`src/rtl/ps2_decoder.sv`:
```
`default_nettype none
// ============================================================================
// ps2_decoder : PS/2 keyboard receiver, set-2 scan codes with E0/F0 handling
// Revision    : 1.0
// ============================================================================
module ps2_decoder #(
  parameter int          FILTER  = 8,
  parameter logic [15:0] TIMEOUT = 16'd3000
) (
  input  logic       clock,
  input  logic       reset,
  input  logic       ps2ck,
  input  logic       ps2d,
  output logic       strb,
  output logic       make,
  output logic [7:0] code,
  output logic       ext,
  output logic       perr
);

  localparam logic [3:0] c_filt_max = 4'(FILTER - 1);
  localparam logic [3:0] c_last_bit = 4'd10;

  typedef enum logic [1:0] {
    IDLE  = 2'd0,
    RECV  = 2'd1,
    CHECK = 2'd2
  } state_t;

  logic        r_ck_s1, r_ck_s2, r_d_s1, r_d_s2;
  logic        r_ck_filt;
  logic [3:0]  r_filt_cnt;
  logic [15:0] r_idle;
  state_t      r_state;
  logic [3:0]  r_bitcnt;
  logic [7:0]  r_shift;
  logic        r_par;
  logic        r_stop;
  logic        r_brk;
  logic        r_ext;

  logic w_fall;
  logic w_timeout;
  logic w_frame_ok;

  // The filtered clock flips on the FILTER-th consecutive differing sample.
  assign w_fall     = r_ck_filt && !r_ck_s2 && (r_filt_cnt == c_filt_max);
  assign w_timeout  = (r_bitcnt != 4'd0) && (r_idle == TIMEOUT);
  assign w_frame_ok = r_stop && (^{r_shift, r_par});

  always_ff @(posedge clock) begin
    if (!reset) begin
      r_ck_s1    <= 1'b1;
      r_ck_s2    <= 1'b1;
      r_d_s1     <= 1'b1;
      r_d_s2     <= 1'b1;
      r_ck_filt  <= 1'b1;
      r_filt_cnt <= 4'd0;
      r_idle     <= 16'd0;
    end else begin
      r_ck_s1 <= ps2ck;
      r_ck_s2 <= r_ck_s1;
      r_d_s1  <= ps2d;
      r_d_s2  <= r_d_s1;

      if (r_ck_s2 == r_ck_filt) begin
        r_filt_cnt <= 4'd0;
      end else if (r_filt_cnt == c_filt_max) begin
        r_ck_filt  <= r_ck_s2;
        r_filt_cnt <= 4'd0;
      end else begin
        r_filt_cnt <= r_filt_cnt + 4'd1;
      end

      if (w_fall) begin
        r_idle <= 16'd0;
      end else if (r_idle != TIMEOUT) begin
        r_idle <= r_idle + 16'd1;
      end
    end
  end

  always_ff @(posedge clock) begin
    if (!reset) begin
      r_state  <= IDLE;
      r_bitcnt <= 4'd0;
      r_shift  <= 8'h00;
      r_par    <= 1'b0;
      r_stop   <= 1'b0;
      r_brk    <= 1'b0;
      r_ext    <= 1'b0;
      strb     <= 1'b0;
      perr     <= 1'b0;
      make     <= 1'b1;
      code     <= 8'h00;
      ext      <= 1'b0;
    end else begin
      strb <= 1'b0;
      perr <= 1'b0;
      case (r_state)
        IDLE: begin
          // A high start bit is treated as noise and silently dropped.
          if (w_fall && !r_d_s2) begin
            r_state  <= RECV;
            r_bitcnt <= 4'd1;
          end
        end
        RECV: begin
          if (w_fall) begin
            if (r_bitcnt <= 4'd8) begin
              r_shift <= {r_d_s2, r_shift[7:1]};
            end else if (r_bitcnt == 4'd9) begin
              r_par <= r_d_s2;
            end else begin
              r_stop <= r_d_s2;
            end
            if (r_bitcnt == c_last_bit) begin
              r_bitcnt <= 4'd0;
              r_state  <= CHECK;
            end else begin
              r_bitcnt <= r_bitcnt + 4'd1;
            end
          end else if (w_timeout) begin
            r_bitcnt <= 4'd0;
            r_state  <= IDLE;
          end
        end
        CHECK: begin
          r_state <= IDLE;
          if (!w_frame_ok) begin
            perr  <= 1'b1;
            r_brk <= 1'b0;
            r_ext <= 1'b0;
          end else if (r_shift == 8'hF0) begin
            r_brk <= 1'b1;
          end else if (r_shift == 8'hE0) begin
            r_ext <= 1'b1;
          end else begin
            strb  <= 1'b1;
            code  <= r_shift;
            make  <= r_brk;
            ext   <= r_ext;
            r_brk <= 1'b0;
            r_ext <= 1'b0;
          end
        end
        default: begin
          r_state  <= IDLE;
          r_bitcnt <= 4'd0;
        end
      endcase
    end
  end

endmodule
`default_nettype wire
```
`config.mk`:
```
export PLATFORM = sky130hd
export DESIGN_NAME = ps2_decoder
export DESIGN_NICKNAME = d
export VERILOG_FILES = /design/src/rtl/ps2_decoder.sv
export SDC_FILE = /design/constraint.sdc
export NUM_CORES = 1
export LEC_CHECK = 0
export CORE_UTILIZATION = 52
export DETAILED_ROUTE_END_ITERATION = 10
export PLACE_DENSITY = 0.74
export SYNTH_ARGS = -nofsm -noshare
export SYNTH_HDL_FRONTEND = slang
export SYNTH_SLANG_ARGS = --single-unit
```
`constraint.sdc`:
```
create_clock -name clock -period 2.05 [get_ports clock]
set_input_delay 0.205 -clock clock [delete_from_list [all_inputs] [get_ports clock]]
set_output_delay 0.205 -clock clock [all_outputs]
set_load 0.02 [all_outputs]
```
# Yosys cells after proc, flatten, opt, wreduce, memory -nomap -nowiden
# Index checks and enable logic that the tools add are counted.
# word_totals
register_bits	55
inputBits	4
output_inout_bits	12
elab_cells	87
# op_classes
n_addsub	3
order_cmp	1
n_eq_ne	15
mux	18
bitwise	8
n_reduce_logical	23
# ops
op	n
$add A16 B1 Y16 const B	1
$eq A16 B12 Y1 const B	1
$eq A8 B8 Y1 const B	2
$mux W4	4
$ne A16 B12 Y1 const B	1
$pmux W4 S3	1
$reduce_and A4 Y1	3
$ne A3 B3 Y1 const B	3
$reduce_and A3 Y1	3
$reduce_xor A9 Y1	1
$add A4 B1 Y4 const B	2
$eq A4 B4 Y1 const B	2
$mux W1	8
$mux W2	4
$not A1 Y1	8
$reduce_and A2 Y1	4
$logic_and A1 B1 Y1	5
$eq A4 B3 Y1 const B	1
$le A4 B4 Y1 const B	1
$ne A2 B2 Y1 const B	2
$pmux W2 S2	1
$reduce_bool A4 Y1	1
$reduce_or A4 Y1	1
$reduce_or A3 Y1	1
6 further kinds	7

# Longest topological paths before layout
# depth
depth_word	6
depth_mapped	7
ltp_nobuf	7

# Worst setup path before layout
# OpenSTA, ideal clock, no wires.
# synth_timing
path_type	register to register
from	register r_idle[13]
to	register r_bitcnt[3]
setup_ns	0.086
arrival_time_ns	2.032
required_time_ns	1.964
setup_slack_ns	-0.068
path_stages_with_launch	6
n_path_buf	0
synth_period_minus_slack_ns	2.118
path_cell_list	dfxtp_1 > or4_4 > nor4_4 > a21oi_2 > or4_4 > a221oi_2
# synth_via
elab_chain_len	4
# synth_lines
item	line	source
from (decl)	33	logic [15:0] r_idle;
from (signal assigned)	78	r_idle <= r_idle + 16'd1;
$eq A16 B12 Y1	48	assign w_timeout = (r_bitcnt != 4'd0) && (r_idle == TIMEOUT);
$logic_and A1 B1 Y1	48	
$ne A3 B3 Y1 (no line)	-	
$reduce_and A3 Y1 (no line)	-	
to (signal assigned)	121	r_bitcnt <= r_bitcnt + 4'd1;
to (decl)	35	logic [3:0] r_bitcnt;
# Every way passes these cells.
# A chain may end at the register's enable or synchronous reset.

# Final worst setup path
# layout_timing
from	register r_idle[2]
to	register r_bitcnt[3]
# The elaborated chain is that of the path after synthesis.

==> metrics.md <==
| Metric | Value |
|---|---|
| Clk sinks | `55` |
| # rows | `24` |
| Synth Flop Type | `dfxtp_1` |
| Worst-skew pair later-pin latency | `about 310 ps` |
| EDFF count, synth | `0` |
| Seq/Total Area, Yosys | `between 40% and 50%` |
| Storage cell area | `about 1100 sq um` |
| RSZ-0062 raised after global routing | `false` |
| Mapped Nets | `274` |
| Antenna violations before repair | `0` |
| Post-route setup TNS | `0 ps` |
| Post-Syn Instances | `roughly 270` |
| Fin nets | `roughly 310` |
| Root buffer cell | `clkbuf_8` |
| Syn. warnings | `0` |
| Post-Synth Adder-Cell Area | `under 10%` |
| Crit Path Category | `reg -> reg` |
| Htree depth | `2` |
| Final period util | `roughly 97%` |
| Post-route DRC | `0` |
| Multiplexer area fraction after synthesis | `roughly 7.9%` |
| Die width | `approximately 70 um` |
| Inst Count DP | `~340` |
| Multi-input gate area | `1260 sq um` |
| Vias in the first global route | `1779` |
| Yosys top cell by area | `dfxtp_1` |
| Layout filler cell count | `about 370` |
| Worst-path clk slew | `100 ps` |
| Routed Antenna Nets | `0` |
| Chip height | `around 70 um` |
| Total Wirelength | `around 4600 um` |
| Largest fanout on the critical path | `2` |
| Core area | `roughly 4400 sq um` |
| Fin area | `2890 sq um` |
| Average wire per cell in the routed design | `approximately 13 um` |
| Total vias in the final route | `1916` |
| Compound-Gate Fraction of Synth Area | `~6.8%` |
| Largest net degree at the start of global routing | `21` |
| First-pass GRT wire length | `7880 um` |
| DR vias/cell | `approximately 5.4` |
| Routability cong. | `about 0.79` |
| Count leader, synth | `dfxtp_1` |
| IO Port Bufs | `15` |
| Setup crit start kind | `register` |
| Setup crit end kind | `register` |
| Clock Path Buffers | `2` |
| Die area | `between 4000 and 5000 sq um` |
| I/O pins | `16` |
| Largest family of logic cells by synthesized area | `simple AND/OR/NAND/NOR gates` |
| Worst rel slew slack | `~63%` |
| Worst-margin pin slew | `between 500 and 600 ps` |
| Pleak | `~1.1 nW` |
| Tightest Hold Check Type | `reg -> reg` |
| Total CTS buffers | `5` |
| Gr usage total | `between 20% and 30%` |
| FFs w/ async S/R, synth | `0%` |
| PwrDens | `656 nW/um^2` |
| Post-Synth XOR/XNOR Area | `a little under a tenth` |
| Top cells by count, synth | `55 x dfxtp_1, 37 x nor2_1, 34 x nand2_1, 19 x mux2i_1, 12 x xnor2_1` |
| CP required | `2280 ps` |
| Slew Limit Fails | `0` |
| N_diodes | `0` |
| VDD IR max | `a little over 0.5 mV` |
| DPL Wire Length | `3250 um` |
| Max-cap viol count | `0` |
| F_max | `just over 0.5 GHz` |
| Layout area overhead | `19.5%` |
| Initial Util | `a little over half` |
| Fin crit period | `1990 ps` |
| Final setup fails | `0` |
| Router iterations before antenna repair | `4` |
| #FFs+latches synth | `55` |
| Final hold violations | `0` |
| WHS | `~420 ps` |
| Grt ovf | `0` |
| Post-Syn Area | `2420 sq um` |
| Synth area leaders | `dfxtp_1 45%, mux2i_1 7.9%, nor2_1 5.7%` |
| Synth cell types | `between 40 and 50` |
| Syn Area/Cell | `approximately 9.1 sq um` |
| Share of the synthesized area in the top cell type | `45.5%` |
| Status | `finished, final reports clean` |
| Non-Filler Instances | `roughly 350` |
| Share of layout cells above drive strength 1 | `about 14%` |
| Final Skew | `between 8 and 9 ps` |
| DRT iter0 DRCs | `roughly 130` |
| WP data arrival | `between 2000 and 2500 ps` |
| DP Area | `between 2000 and 3000 sq um` |
| CTS tree | `done` |
| Simple-gate share of the synthesized area | `between 20 and 30%` |
==> report_power, final <==
| group | internal [W] | leakage, nW | switching (W) | total [W] |
|---|---|---|---|---|
| clock network | 0.000377 | 0.0607 | 0.000379 | 0.000756 |
| registers | 0.00108 | 0.446 | 0.00000681 | 0.00108 |
| logic | 0.0000231 | 0.604 | 0.0000341 | 0.0000572 |
==> critical path, cell delays in order, from the launching register on <==
cell      delay, ps
dfxtp_2         330
or4_4           540
nor4_4          300
a21oi_2          90
or4_4           420
a221oi_2        230
==> final timing paths <==
path	start	end	slack, ps	cells past startpoint
max	r_idle[2]	r_bitcnt[3]	60	5
min	r_ck_s1	r_ck_s2	420	1
max reg2reg	r_idle[2]	r_bitcnt[3]	60	5
min reg2reg	r_ck_s1	r_ck_s2	420	1
==> layer usage <==
metal | routed length [um] | GRT usage (%)
met5 | 0 | 0
met4 | 63 | 7.56
met3 | 200 | 4.33
met2 | 2010 | 29.7
met1 | 2320 | 28.4
==> flip-flops by register name, summed over array words and instances, names as in the netlist <==
name	count
r_ext	1
r_stop	1
make	1
r_filt_cnt	4
r_ck_filt	1
strb	1
r_state	2
r_par	1
perr	1
r_brk	1
r_ck_s2	1
r_ck_s1	1
r_d_s2	1
code	8
r_bitcnt	4
r_idle	16
r_d_s1	1
ext	1
r_shift	8
==> final cells by class <==
type / count / share of cell area, %
clock buffers: 5 / 2.38
clock inverters: 3 / 1.73
inverters: 9 / 1.17
multi-input cells: 194 / 43.7
flip-flops and latches: 55 / 38.2
well taps: 52 / 2.25
repair buffers: 36 / 10.6
==> metrics by stage <==
step	power, W	util [%]	setup slack (ps)
after global placement	0.00116	62.1	101
after floorplan	0.00114	-	7.67
final	0.00190	65.6	60.0
after detailed placement	0.00116	62.1	61.9
after CTS	0.00191	64.8	15.2
after global routing	0.00196	65.6	1.57
==> cell usage in the layout, fill, tap and decap left out, types with 7 or more instances in the layout <==
cell type	n
xor2_1	11
mux2i_1	19
buf_4	21
inv_1	8
nor2_1	37
nand2b_1	7
dfxtp_1	52
xnor2_1	12
nor3_1	7
nand3_1	8
nand2_1	33
clkdlybuf4s50_1	15
==> timing repair <==
item / CTS / global route
setup endpoints to repair: 0 / 10
resized for setup: 0 / 6
hold endpoints to repair: 0 / 0
hold buffers: 0 / 0
setup buffers: 0 / 3
==> cell families (layout without fill, tap and decap cells) <==
kind of cell               count (synthesis)  in the layout
and+or+nand+nor                          123            123
adders and majority gates                  4              4
buffers and inverters                     17             53
muxes                                     19             19
AOI/OAI and AO/OA                         24             24
xor gates and xnor gates                  24             24
DFF                                       55             55
No activity file was read; power rests on OpenSTA's default activity.
